File: src/rtl/div_unit_if.sv
// div_unit_if: execute-stage <-> divider request/response bundle.
//   master (execute stage): drives signed_div, opdata1, opdata2, start, annul;
//                           receives result, ready, busy.
//   slave  (divider):       the mirror image.
//   signed_div : 1 = DIV (two's complement), 0 = DIVU
//   opdata1    : dividend, opdata2 : divisor (both sampled at acceptance)
//   start      : request, held until ready has been consumed
//   annul      : abort the operation in flight
//   result     : {remainder, quotient} = {hi_data, lo_data}
//   ready      : result valid
//   busy       : stall request
interface div_unit_if;
    logic        signed_div;
    logic [31:0] opdata1;
    logic [31:0] opdata2;
    logic        start;
    logic        annul;
    logic [63:0] result;
    logic        ready;
    logic        busy;

    modport master (
        output signed_div, opdata1, opdata2, start, annul,
        input  result, ready, busy
    );

    modport slave (
        input  signed_div, opdata1, opdata2, start, annul,
        output result, ready, busy
    );
endinterface

File: src/rtl/div_unit.sv
// div_unit: multi-cycle 32-bit restoring divider for DIV/DIVU.
// Ports:
//   clk   : rising-edge clock
//   reset : synchronous, active-low
//   bus   : div_unit_if.slave (operands, start/annul in; result/ready/busy out)
// A nonzero-divisor request takes 32 steps after acceptance; a zero divisor
// completes one edge after acceptance with a zero result. The result is held
// while start stays high and cleared when start drops (or annul rises).
module div_unit (
    input  logic           clk,
    input  logic           reset,
    div_unit_if.slave      bus
);

    typedef enum logic [1:0] {FREE, BY_ZERO, ON, END} state_t;

    // Control state
    state_t      state_q, state_d;
    logic [4:0]  cnt_q, cnt_d;
    logic [63:0] result_q, result_d;
    logic        ready_q, ready_d;
    logic        busy_q, busy_d;

    // Datapath state: {partial remainder (33 bits), dividend/quotient (32 bits)}
    logic [64:0] work_q, work_d;
    logic [31:0] dvs_mag_q, dvs_mag_d;
    logic        neg_dvd_q, neg_dvd_d;
    logic        neg_dvs_q, neg_dvs_d;

    logic        neg_dvd_in;
    logic        neg_dvs_in;
    logic [33:0] trial;
    logic [64:0] work_step;

    // Two's-complement negation when neg is set; used both for taking the
    // operand magnitudes and for restoring the result signs.
    function automatic logic [31:0] cond_neg(input logic [31:0] v, input logic neg);
        logic signed [31:0] s;
        s = $signed(v);
        return neg ? 32'(-s) : v;
    endfunction

    assign neg_dvd_in = bus.signed_div & bus.opdata1[31];
    assign neg_dvs_in = bus.signed_div & bus.opdata2[31];

    // One restoring step. The upper 33 bits after a left shift are
    // work_q[63:31]; work_q[64] is included as a guard bit (always 0 since
    // the partial remainder stays below the divisor), so the 34-bit
    // difference's MSB is the borrow.
    always_comb begin
        trial = work_q[64:31] - {2'b00, dvs_mag_q};
        if (trial[33]) begin
            work_step = {work_q[63:0], 1'b0};
        end else begin
            work_step = {trial[32:0], work_q[30:0], 1'b1};
        end
    end

    always_comb begin
        state_d   = state_q;
        cnt_d     = cnt_q;
        result_d  = result_q;
        ready_d   = ready_q;
        busy_d    = busy_q;
        work_d    = work_q;
        dvs_mag_d = dvs_mag_q;
        neg_dvd_d = neg_dvd_q;
        neg_dvs_d = neg_dvs_q;

        case (state_q)
            FREE: begin
                ready_d  = 1'b0;
                result_d = 64'h0;
                if (bus.start && !bus.annul) begin
                    busy_d = 1'b1;
                    if (bus.opdata2 == 32'h0) begin
                        state_d = BY_ZERO;
                    end else begin
                        state_d   = ON;
                        neg_dvd_d = neg_dvd_in;
                        neg_dvs_d = neg_dvs_in;
                        dvs_mag_d = cond_neg(bus.opdata2, neg_dvs_in);
                        work_d    = {33'b0, cond_neg(bus.opdata1, neg_dvd_in)};
                        cnt_d     = 5'd0;
                    end
                end
            end

            BY_ZERO: begin
                state_d  = END;
                busy_d   = 1'b0;
                ready_d  = 1'b1;
                result_d = 64'h0;
            end

            ON: begin
                // A dropped start is an implicit abort.
                if (bus.annul || !bus.start) begin
                    state_d = FREE;
                    busy_d  = 1'b0;
                    cnt_d   = 5'd0;
                    work_d  = 65'h0;
                end else begin
                    work_d = work_step;
                    cnt_d  = cnt_q + 5'd1;
                    if (cnt_q == 5'd31) begin
                        state_d  = END;
                        busy_d   = 1'b0;
                        ready_d  = 1'b1;
                        // Remainder follows the dividend sign; quotient is
                        // negative when the operand signs differ.
                        result_d = {cond_neg(work_step[63:32], neg_dvd_q),
                                    cond_neg(work_step[31:0], neg_dvd_q ^ neg_dvs_q)};
                    end
                end
            end

            END: begin
                if (!bus.start || bus.annul) begin
                    state_d  = FREE;
                    ready_d  = 1'b0;
                    result_d = 64'h0;
                end
            end

            default: begin
                state_d  = FREE;
                busy_d   = 1'b0;
                ready_d  = 1'b0;
                result_d = 64'h0;
            end
        endcase
    end

    always_ff @(posedge clk) begin
        if (!reset) begin
            state_q  <= FREE;
            cnt_q    <= 5'd0;
            result_q <= 64'h0;
            ready_q  <= 1'b0;
            busy_q   <= 1'b0;
        end else begin
            state_q  <= state_d;
            cnt_q    <= cnt_d;
            result_q <= result_d;
            ready_q  <= ready_d;
            busy_q   <= busy_d;
        end
    end

    // Datapath registers carry no reset: they are always loaded at acceptance
    // before being used.
    always_ff @(posedge clk) begin
        work_q    <= work_d;
        dvs_mag_q <= dvs_mag_d;
        neg_dvd_q <= neg_dvd_d;
        neg_dvs_q <= neg_dvs_d;
    end

    assign bus.result = result_q;
    assign bus.ready  = ready_q;
    assign bus.busy   = busy_q;

endmodule

File: src/flat_wrapper.sv
// flat-port wrapper written by rule: the top's interface ports become plain ports
module div_unit_flat 
  (clk, reset, bus_signed_div, bus_opdata1, bus_opdata2, bus_start, bus_annul, bus_result, bus_ready, bus_busy);
  div_unit_if bus_i ();
  input  logic clk;
  input  logic reset;
  input wire logic [$bits(bus_i.signed_div)-1:0] bus_signed_div;
  input wire logic [$bits(bus_i.opdata1)-1:0] bus_opdata1;
  input wire logic [$bits(bus_i.opdata2)-1:0] bus_opdata2;
  input wire logic [$bits(bus_i.start)-1:0] bus_start;
  input wire logic [$bits(bus_i.annul)-1:0] bus_annul;
  output wire logic [$bits(bus_i.result)-1:0] bus_result;
  output wire logic [$bits(bus_i.ready)-1:0] bus_ready;
  output wire logic [$bits(bus_i.busy)-1:0] bus_busy;
  assign bus_i.signed_div = bus_signed_div;
  assign bus_i.opdata1 = bus_opdata1;
  assign bus_i.opdata2 = bus_opdata2;
  assign bus_i.start = bus_start;
  assign bus_i.annul = bus_annul;
  assign bus_result = bus_i.result;
  assign bus_ready = bus_i.ready;
  assign bus_busy = bus_i.busy;
  div_unit u_core (.clk(clk), .reset(reset), .bus(bus_i));
endmodule
File: config.mk
export PLATFORM = sky130hd
export DESIGN_NAME = div_unit_flat
export DESIGN_NICKNAME = d
export VERILOG_FILES = /design/src/rtl/div_unit_if.sv /design/src/rtl/div_unit.sv /design/src/flat_wrapper.sv
export SDC_FILE = /design/constraint.sdc
export NUM_CORES = 1
export LEC_CHECK = 0
export BUFFER_PORTS_ARGS = -buffer_cell sky130_fd_sc_hd__buf_2
export CORE_ASPECT_RATIO = 0.6
export CORE_UTILIZATION = 60
export DETAILED_ROUTE_END_ITERATION = 8
export GPL_TIMING_DRIVEN = 0
export MAX_ROUTING_LAYER = met4
export PLACE_DENSITY_LB_ADDON = 0.08
export SLEW_MARGIN = 20
export SYNTH_ARGS = -nofsm -noshare
export SYNTH_HDL_FRONTEND = slang
export SYNTH_SLANG_ARGS = --single-unit
File: constraint.sdc
create_clock -name clk -period 7.3 [get_ports clk]
set_input_delay 0.73 -clock clk [delete_from_list [all_inputs] [get_ports clk]]
set_output_delay 0.73 -clock clk [all_outputs]
set_load 0.005 [all_outputs]
==> reports/qor.yml <==
status:
  status: "finished clean"
clock_tree:
  cts_resized: 0
  h-tree-depth: 4
  cts_buffers: 17
  cts_sinks: 172
  hold_buffers: 0
  insertion_delay_ns: 0.45
  clock-root-buffer: "clkbuf_16"
  clockBufferDepth: 2
  cts_tree: "yes"
  cts_setup_buffers: 0
  clk_pin_slew_ns: 0.07
cells_and_area:
  area_delta_synth_final_pct: 14.1
  final_util: 0.702
  fin_nets: 1626
  final_layout_size_suffix_gt1_frac: 0.145
  filler_cell_count: 1564
  multiInputGateArea_sq_mm: 0.00681
  design_area_sq_mm: 0.0134
  register_area_sq_mm: 0.00443
sta:
  rsz0062_at_grt: "false"
  period_needed_ns: 5.90
  fin_skew_ns: 0.0102
  relSlewSlack: 0.305
  fmax_ghz: 0.169
  timing.final.crit_share: 0.809
  whs_ns: 0.443
  setup_viol_count_final: 0
  worst_pin_slew_ns: 1.04
  finalHoldViolCount: 0
  drv_slew: 0
worst_setup_path:
  critPathMaxFanout: 10
  worstPathRequired_ns: 7.64
  crit_path_start_kind: "flop"
  arrival_ns: 6.24
  crit_path_end_kind: "flop"
  criticalPathCategory: "reg -> reg"
power:
  power.leakage_nw: 5.25
  vdd_drop_max_v: 0.000310
  p_per_area_mw_per_mm2: 360
  power_w: 0.00483
global_route:
  grt_pass1_wl_um: 53500
  overflow: 0
  antenna_found_initial: 1
  grt_max_degree: 54
  grt_util_all_layers: 0.365
  grt_pass1_vias: 9695
detailed_routing:
  routed_wl_um: 35400
  drtPass1Iterations: 6
  dr_total_vias: 11100
  wl_per_cell_um: 19.7
  ant_nets: 0
  drt_iter0_drc: 1495
  viasPerCell: 6.17
  drc_errors: 0
synth:
  syn_area_sq_mm: 0.0117
  async_flop_share: 0
  synthTopCellsByArea: "edfxtp_1 25%, dfxtp_1 12%, xnor2_1 6.0%"
  synth_top_area_cell: "edfxtp_1"
  synth_cell_types: 90
  synth_nets: 1471
  synth_top_area_frac: 0.253
  synth_most_common_cell: "nand2_1"
  avgSynthCellArea_sq_um: 8.65
  yosysWarnings: 0
  ys_seq_elements: 172
  synth_edf_count: 99
  synthTopCellsByCount: "165 x nand2_1, 115 x nor2_1, 100 x o21ai_0"
  synth-main-ff-cell: "edfxtp_1"
  synth_cells: 1358
  ys_seq_area_frac: 0.378
floorplan:
  die_w_um: 183
  row_count: 39
  die_h_um: 110
  design.core.area_sq_mm: 0.0191
  pin_count: 135
  dieArea_sq_mm: 0.0202
  start_util: 0.615
placement:
  io_buffers: 134
  post-dp-hpwl_um: 27500
  dpl_cell_area_sq_mm: 0.0128
  place_congestion: 0.964
run:
  drv_cap: 0
min_path:
  hold_class: "reg -> reg"
sequential cells by signal (all words and copies together) (netlist names):
register and count:
u_core.bus.ready 1, u_core.neg_dvs_q 1, u_core.dvs_mag_q 32, u_core.bus.result 64, u_core.cnt_q 5, u_core.bus.busy 1, u_core.neg_dvd_q 1, u_core.state_q 2
u_core.work_q 65
report_power, final:
group / switching [W] / internal, W
Clock: 0.000440 / 0.000491
Combinational: 0.00157 / 0.000849
Sequential: 0.000186 / 0.00130
Total: 0.00219 / 0.00264
area by class of cell:
class | instances | share of cell area
antenna | 1 | 0.000187
inverter | 63 | 0.0178
clock buffer | 19 | 0.0355
buffer | 65 | 0.0204
timing repair buffer | 136 | 0.0536
clock inverter | 13 | 0.00840
sequential | 172 | 0.331
multi-input combinational | 1058 | 0.508
tap | 266 | 0.0248
worst paths after layout:
check	startpoint	end	slack [ns]	depth (start not counted)
setup / recovery	u_core.work_q[38]	u_core.bus.result[28]	1.40	18
hold / removal	u_core.bus.result[59]	u_core.bus.result[59]	0.44	2
setup reg to reg	u_core.work_q[38]	u_core.bus.result[28]	1.40	18
hold reg to reg	u_core.bus.result[59]	u_core.bus.result[59]	0.44	2
metrics by stage:
| stage | cells | worst slack (ns) | TNS (ns) |
|---|---|---|---|
| 2_1_floorplan | 1358 | 1.71 | 0 |
| 3_3_place_gp | 1758 | -0.780 | -19.30 |
| 3_5_place_dp | 1760 | 1.81 | 0 |
| 4_1_cts | 1792 | 1.72 | 0 |
| 5_1_grt | 1793 | 1.16 | 0 |
| 6_report | 1793 | 1.40 | 0 |
cell families after synthesis:
family,Yosys count,synth area share
compound gates,364,0.199
xor+xnor,142,0.106
fa+ha+maj,44,0.0475
buf+inv,128,0.0435
flops,172,0.378
mux,31,0.0266
simple gates,477,0.199
routing by layer:
metal,global-route usage,wire length (um)
met2,0.460,13500
met1,0.548,16800
met5,-,0
met4,0.101,571
met3,0.107,4520
worst max-delay path, cell delays in order, from the launching register on:
cell and delay (ns):
edfxtp_1 0.47, ha_1 0.31, buf_2 0.20, nand2_1 0.06
o21ai_0 0.37, nand2_1 0.24, a2111o_1 0.48, a21oi_2 0.26
nor3_4 0.10, inv_2 0.24, buf_2 0.37, buf_1 0.64
ha_1 0.48, a31oi_1 0.27, a21oi_1 0.57, o21ai_0 0.23
xor2_1 0.21, a22oi_1 0.20, nor2b_1 0.07
placed cells by master, fill, tap and decap left out, types with 11 or more instances in the layout:
master,Yosys,final
clkbuf_1,47,47
xor2_1,62,62
nand3_1,20,20
or3_1,25,25
a21oi_1,81,81
mux2i_1,29,29
buf_2,12,146
edfxtp_1,99,99
a21o_1,13,13
xnor2_1,80,80
a21boi_0,11,11
dfxtp_1,73,73
nor4_1,16,15
nor2_1,115,114
o21ai_1,24,24
o31ai_1,22,22
clkbuf_16,0,19
and2_1,12,12
ha_1,43,43
nor3_1,34,34
a22oi_1,22,22
nor2b_1,30,30
inv_1,62,61
o21ai_0,100,100
nand2_1,165,165
Power figures use the tool's default switching activity.
